`config.mk`:
```
export PLATFORM = sky130hd
export DESIGN_NAME = gmux_sel_ctrl
export DESIGN_NICKNAME = d
export VERILOG_FILES = /design/src/rtl/gmux_sel_ctrl.sv
export SDC_FILE = /design/constraint.sdc
export NUM_CORES = 1
export LEC_CHECK = 0
export BUFFER_PORTS_ARGS = -buffer_cell sky130_fd_sc_hd__buf_4
export CORE_AREA = 2 2 39 41
export DETAILED_ROUTE_END_ITERATION = 8
export DIE_AREA = 0 0 41 43
export GPL_ROUTABILITY_DRIVEN = 0
export MAX_ROUTING_LAYER = met4
export PLACE_DENSITY = 0.63
export SYNTH_ARGS = -nofsm -noshare
export SYNTH_HDL_FRONTEND = slang
export SYNTH_SLANG_ARGS = --single-unit
export TNS_END_PERCENT = 1
```
`constraint.sdc`:
```
create_clock -name clk -period 1.32 [get_ports clk]
set_input_delay 0.132 -clock clk [delete_from_list [all_inputs] [get_ports clk]]
set_output_delay 0.132 -clock clk [all_outputs]
set_load 0.03 [all_outputs]
```
`src/rtl/gmux_sel_ctrl.sv`:
```
// gmux_sel_ctrl
// Drives the select pin of a glitch-free clock mux (GMUX IS0) from an
// asynchronous enable request. The request is synchronised onto clk, a small
// FSM sequences the gate change, and the select is retimed onto the falling
// edge so the pin only moves while clk is low. A dwell counter enforces a
// minimum hold time on each select level.
//
// Ports
//   clk        in   source clock; the same net that feeds the GMUX clock pin
//   rstn       in   asynchronous active-low reset
//   en_req     in   asynchronous enable request level
//   force_off  in   clk-synchronous request to disable immediately (ignores dwell)
//   is0        out  select to the GMUX IS0 pin, launched on clk falling edge
//   en_ack     out  committed gate state, rising-edge domain
//   busy       out  a gate change is pending or the dwell is still running
//
// State      | Meaning
// -----------+---------------------------------------------------------------
// OFF        | gate closed; waits for req_s=1, force_off=0 and dwell expired
// TURN_ON    | gate bit just set; is0 rises on the coming falling edge
// ON         | gate open; leaves on force_off, or req_s=0 once dwell expired
// TURN_OFF   | gate bit just cleared; is0 falls on the coming falling edge
module gmux_sel_ctrl #(
    parameter int SYNC_STAGES = 2,
    parameter int MIN_DWELL   = 4,
    parameter int CNT_W       = 4
) (
    input  logic clk,
    input  logic rstn,
    input  logic en_req,
    input  logic force_off,
    output logic is0,
    output logic en_ack,
    output logic busy
);

    typedef enum logic [1:0] {
        OFF      = 2'd0,
        TURN_ON  = 2'd1,
        ON       = 2'd2,
        TURN_OFF = 2'd3
    } state_t;

    localparam logic [CNT_W-1:0] DWELL_LD = CNT_W'(MIN_DWELL);

    logic [SYNC_STAGES-1:0] sync_q;
    logic                   req_s;
    state_t                 state_q, state_d;
    logic [CNT_W-1:0]       cnt_q, cnt_d;
    logic                   gate_q;

    assign req_s = sync_q[SYNC_STAGES-1];

    always_ff @(posedge clk or negedge rstn) begin
        if (!rstn) begin
            sync_q <= '0;
        end else begin
            sync_q <= {sync_q[SYNC_STAGES-2:0], en_req};
        end
    end

    always_comb begin
        state_d = state_q;
        cnt_d   = (cnt_q != '0) ? cnt_q - CNT_W'(1) : cnt_q;
        case (state_q)
            OFF: begin
                if (req_s && !force_off && (cnt_q == '0)) begin
                    state_d = TURN_ON;
                end
            end
            TURN_ON: begin
                state_d = ON;
                cnt_d   = DWELL_LD;
            end
            ON: begin
                if (force_off || (!req_s && (cnt_q == '0))) begin
                    state_d = TURN_OFF;
                end
            end
            TURN_OFF: begin
                state_d = OFF;
                cnt_d   = DWELL_LD;
            end
            default: begin
                state_d = OFF;
            end
        endcase
    end

    // gate and en_ack are registered from the next state so they line up
    // exactly with the state register: gate rises on entry to TURN_ON,
    // en_ack one edge later on entry to ON.
    always_ff @(posedge clk or negedge rstn) begin
        if (!rstn) begin
            state_q <= OFF;
            cnt_q   <= '0;
            gate_q  <= 1'b0;
            en_ack  <= 1'b0;
        end else begin
            state_q <= state_d;
            cnt_q   <= cnt_d;
            gate_q  <= (state_d == TURN_ON) || (state_d == ON);
            en_ack  <= (state_d == ON) || (state_d == TURN_OFF);
        end
    end

    // Falling-edge retime keeps every is0 transition inside the clk-low phase.
    always_ff @(negedge clk or negedge rstn) begin
        if (!rstn) begin
            is0 <= 1'b0;
        end else begin
            is0 <= gate_q;
        end
    end

    // Built only from reset flops (and force_off, which is low-gated), so it
    // drops with rstn without needing its own register.
    assign busy = (state_q == TURN_ON) || (state_q == TURN_OFF) ||
                  (cnt_q != '0) || ((req_s != en_ack) && !force_off);

endmodule

```
### Yosys cells after proc, flatten, opt, wreduce, memory -nomap -nowiden

Index checks and enable logic that the tools add are counted.

| operators by class | value |
|---|---|
| add/subtract/negate cells | 1 |
| eq/ne operators | 7 |
| muxes and demuxes | 5 |
| reduce and logical (&&, ||, !) cells | 17 |

Operators by type and width:

| operator | number |
|---|---|
| $eq A2 B2 Y1 const B | 4 |
| $mux W4 | 2 |
| $pmux W2 S4 | 1 |
| $logic_or A1 B1 Y1 | 6 |
| $eq A2 B1 Y1 const B | 2 |
| $logic_and A1 B1 Y1 | 4 |
| $logic_not A4 Y1 | 1 |
| $mux W2 | 2 |
| $reduce_bool A4 Y1 | 1 |
| $sub A4 B1 Y4 const B | 1 |
| $logic_not A1 Y1 | 2 |
| $logic_not A2 Y1 | 1 |
| $reduce_bool A2 Y1 | 1 |
| $reduce_or A2 Y1 | 1 |
| $ne A1 B1 Y1 | 1 |

| storage, ports and cells | value |
|---|---|
| flip-flop bits (word level) | 11 |
| bits of input ports | 4 |
| output and inout port bits | 3 |

### Logic depth before layout (Yosys ltp)

| logic depth | value |
|---|---|
| word-level depth | 7 |
| depth in mapped cells | 6 |

==> summary by stage <==
Setup path
The number of buffers and inverters on the critical path is 1. The maximum fanout along the worst path is 1. Data on the critical path is required at its endpoint by 1190 ps. Among all stages on the critical path, the largest delay is contributed by dfrtn_1.

The kind of start point of the critical path is a flop. The arrival time at the worst endpoint is 1450 ps. The signal on the critical path passes through buf_6. The type of the worst setup path is flop to output pin. The nature of the critical path endpoint is an output pin. The largest single stage delay on the critical path is 400 ps. On the critical path the largest part of the delay comes from flip-flops.

Finish
The proportion of layout cells with a drive suffix above 1 is 55.4%. The share of the core filled with cells is between 60% and 70%. Once layout is done, the placed cells without fillers occupy 841 sq um. Leaving out fill and tap cells, the most frequent cell in the layout is buf_4. The post-route non-filler standard cell count is 90.

0 antenna diodes ended up in the layout. The relative area change from synthesis to final layout is 65.1%. The number of nets in the layout is 85. Fill cells in the final layout number 121. The library cells used most frequently in the layout, excluding fill and tap cells, are buf_4 (23), dfrtp_1 (8), ha_1 (4).

GRT
Global routing used 15.5% of the available tracks across all layers. The initial antenna violation count is 0. Summed over all layers, the global routing overflow is 0. The maximum number of pins on one net before global-route repair is 11. The first global-routing pass estimated ~1.7 mm of wire.

The via count of the first global-routing pass was 404.

Floorplan
The region available for standard cell placement spans about 1400 sq um. The die covers 1760 sq um. The number of placement rows is 14. The vertical die dimension is 43 microns. The top-level I/O count is 7.

The starting density of the core is 36.8%. In this run the horizontal extent of the chip is 41 microns.

CTS
Counting every sink on the clock net gives 10. For the worst-skew pair, the clock arrives at the later sink with an insertion delay of roughly 260 ps. The TritonCTS clock tree is yes. Clock tree synthesis inserted a total of 3 buffers. Counting along the longest clock path gives a buffer depth of 2. The maximum level of the CTS H-tree is 1. CTS placed an instance of clkbuf_4 at the clock tree root. Clock-pin slew was measured on the worst setup and hold paths at 70 ps.

Timing
The final-report setup violation count is 7. The final critical path time including I/O delays and setup is 1580 ps. Measured against its own limit, the worst slew margin works out to about four fifths. Setup repair after global routing could not meet its margin everywhere. Across all setup checks in the final design, the least slack found is -258 ps. The part of the cycle the worst path needs is 120%. The highest clock frequency the design can meet is 0.637 GHz. The total count of max-transition violations in the final report came to 0. The final number of hold-violating endpoints is 0. The slew at the pin closest to its max-slew limit is 290 ps. Between clock sinks in the finished design, the worst skew comes to 9.87 ps.

Power and ir drop
The analysis attributes to cell leakage a power of 0.400 nW. The worst voltage drop across the vdd grid is 1.27 mV. For this design the ratio of total power to cell area is ~2700 nW/um^2.

Yosys
After synthesis the cells add up to 509 sq um. Counting flops and latches in the post-synthesis netlist gives 10. The average size of a mapped cell is between 10 and 15 sq um.

After synthesis, the netlist uses 23 different library cells. For this run, the number of Yosys warnings is 0. The number of standard cells after synthesis is 43. The net count after synthesis is 53. For this run, the register share of the synthesized area comes to 49.1%.

Placement
Summed over all nets, the half-perimeter wirelength after detailed placement is 656 microns. The total cell area at the placement stage is 643 sq um. Port buffering added 6 buffers. Prior to clock tree synthesis, the placed netlist has a worst setup slack of -173 ps. The number of cells after detailed placement is 74.

Drt
The first-pass iteration count of the detailed router is 4. The post-detailed-route via-to-cell ratio is 4.51. The aggregate routed wire length is 1.02 mm. The final route contains roughly 410 vias. The post-route DRC violation count is 0. Dividing the detail-routed wire length by the instance count gives 11.3 microns. The first routing iteration left 2 violations. The count of antenna-violating nets left after detailed routing is 0.

Status
The checks that failed: setup timing. The run finished, with violations left.

Hold path
The class of the most critical hold timing path is input port to async pin.

Job
The number of maximum-capacitance constraint violations is 0.
-- worst reg2reg max path: stages (launching register included) --
cell and delay [ps]:
dfrtp_1 380, inv_2 80, ha_4 130, nor2b_4 160, buf_4 120, buf_4 90
nor3b_1 40, or4_1 390
-- area by class of cell --
class | instances | area, sq um | share of cell area [%]
multi-input combinational | 29 | 313 | 37.2
clock buffer | 4 | 26.3 | 3.13
sequential | 10 | 251 | 29.9
timing repair buffer | 27 | 215 | 25.6
inverter | 4 | 15.0 | 1.79
tap | 16 | 20.0 | 2.38
-- through the flow --
stage	TNS (ps)	power, mW	hold slack, ps
CTS	-1340	2.16	222
floorplan	-244	1.13	-164
global placement	-424	1.50	-35.2
finish	-1190	2.23	253
detailed placement	-572	1.50	-32.6
global route	-1740	2.42	273
-- cell usage after synthesis --
master / instances / area, sq um
nand2_1: 1 / 3.75
nand2b_2: 1 / 8.76
or4_1: 1 / 7.51
nor3b_1: 1 / 7.51
nor3_1: 1 / 5.00
o21ai_2: 1 / 8.76
ha_1: 6 / 75.1
xnor2_1: 1 / 8.76
mux2_2: 1 / 11.3
o21ai_0: 1 / 5.00
nor3_2: 2 / 20.0
a21oi_1: 1 / 5.00
dfrtn_1: 1 / 25.0
a2111oi_1: 1 / 10.0
o22ai_1: 1 / 6.26
nor2_1: 3 / 11.3
xor2_1: 1 / 8.76
a2bb2oi_1: 1 / 8.76
nor2b_1: 2 / 12.5
dfrtp_1: 9 / 225
inv_1: 4 / 15.0
nor2b_4: 1 / 13.8
or3_1: 1 / 6.26
-- where the power goes --
part | internal [mW] | switching [mW]
sequential | 0.448 | 0.0972
clock | 0.116 | 0.0922
combinational | 0.856 | 0.625
-- worst paths after layout --
path	start	end	slack, ps	cells after the start
worst min-delay path	rstn	state_q[0]	250	2
min in group clk	force_off	state_q[0]	340	4
worst min register to register	sync_q[0]	sync_q[1]	370	0
worst max-delay path	is0	is0	-260	1
worst max register to register	cnt_q[0]	cnt_q[2]	-210	7
max in group asynchronous	rstn	is0	350	2
-- timing repair --
item,4_1_cts,5_1_grt
pin swaps,5,2
resized for setup,13,2
endpoints found under the hold margin,10,0
endpoints found under the setup margin,6,8
setup buffers,7,3
hold buffers,2,0
-- kinds of logic after synthesis --
family / share of synthesized area (%)
AND/OR/NAND/NOR: 18.9
flip-flops: 49.1
AO/OA/AOI/OAI: 8.60
adder cells (fa/ha/maj): 14.7
buffers and inverters: 2.95
XOR/XNOR: 3.44
multiplexers: 2.21
-- flip-flops by register name, indices dropped and copies added, names as in the netlist --
register  cells
is0           1
cnt_q         4
gate_q        1
state_q       2
sync_q        2
-- metal layers --
metal | share of wire, % | global-route usage [%] | vias to the layer above
met5 | 0 | - | -
met1 | 38 | 15.7 | 192
met4 | 0.99 | 6.00 | 0
met3 | 2.7 | 4.71 | 2
li1 | - | - | 206
met2 | 58 | 26.3 | 6
(Power assumes the default switching activity.)
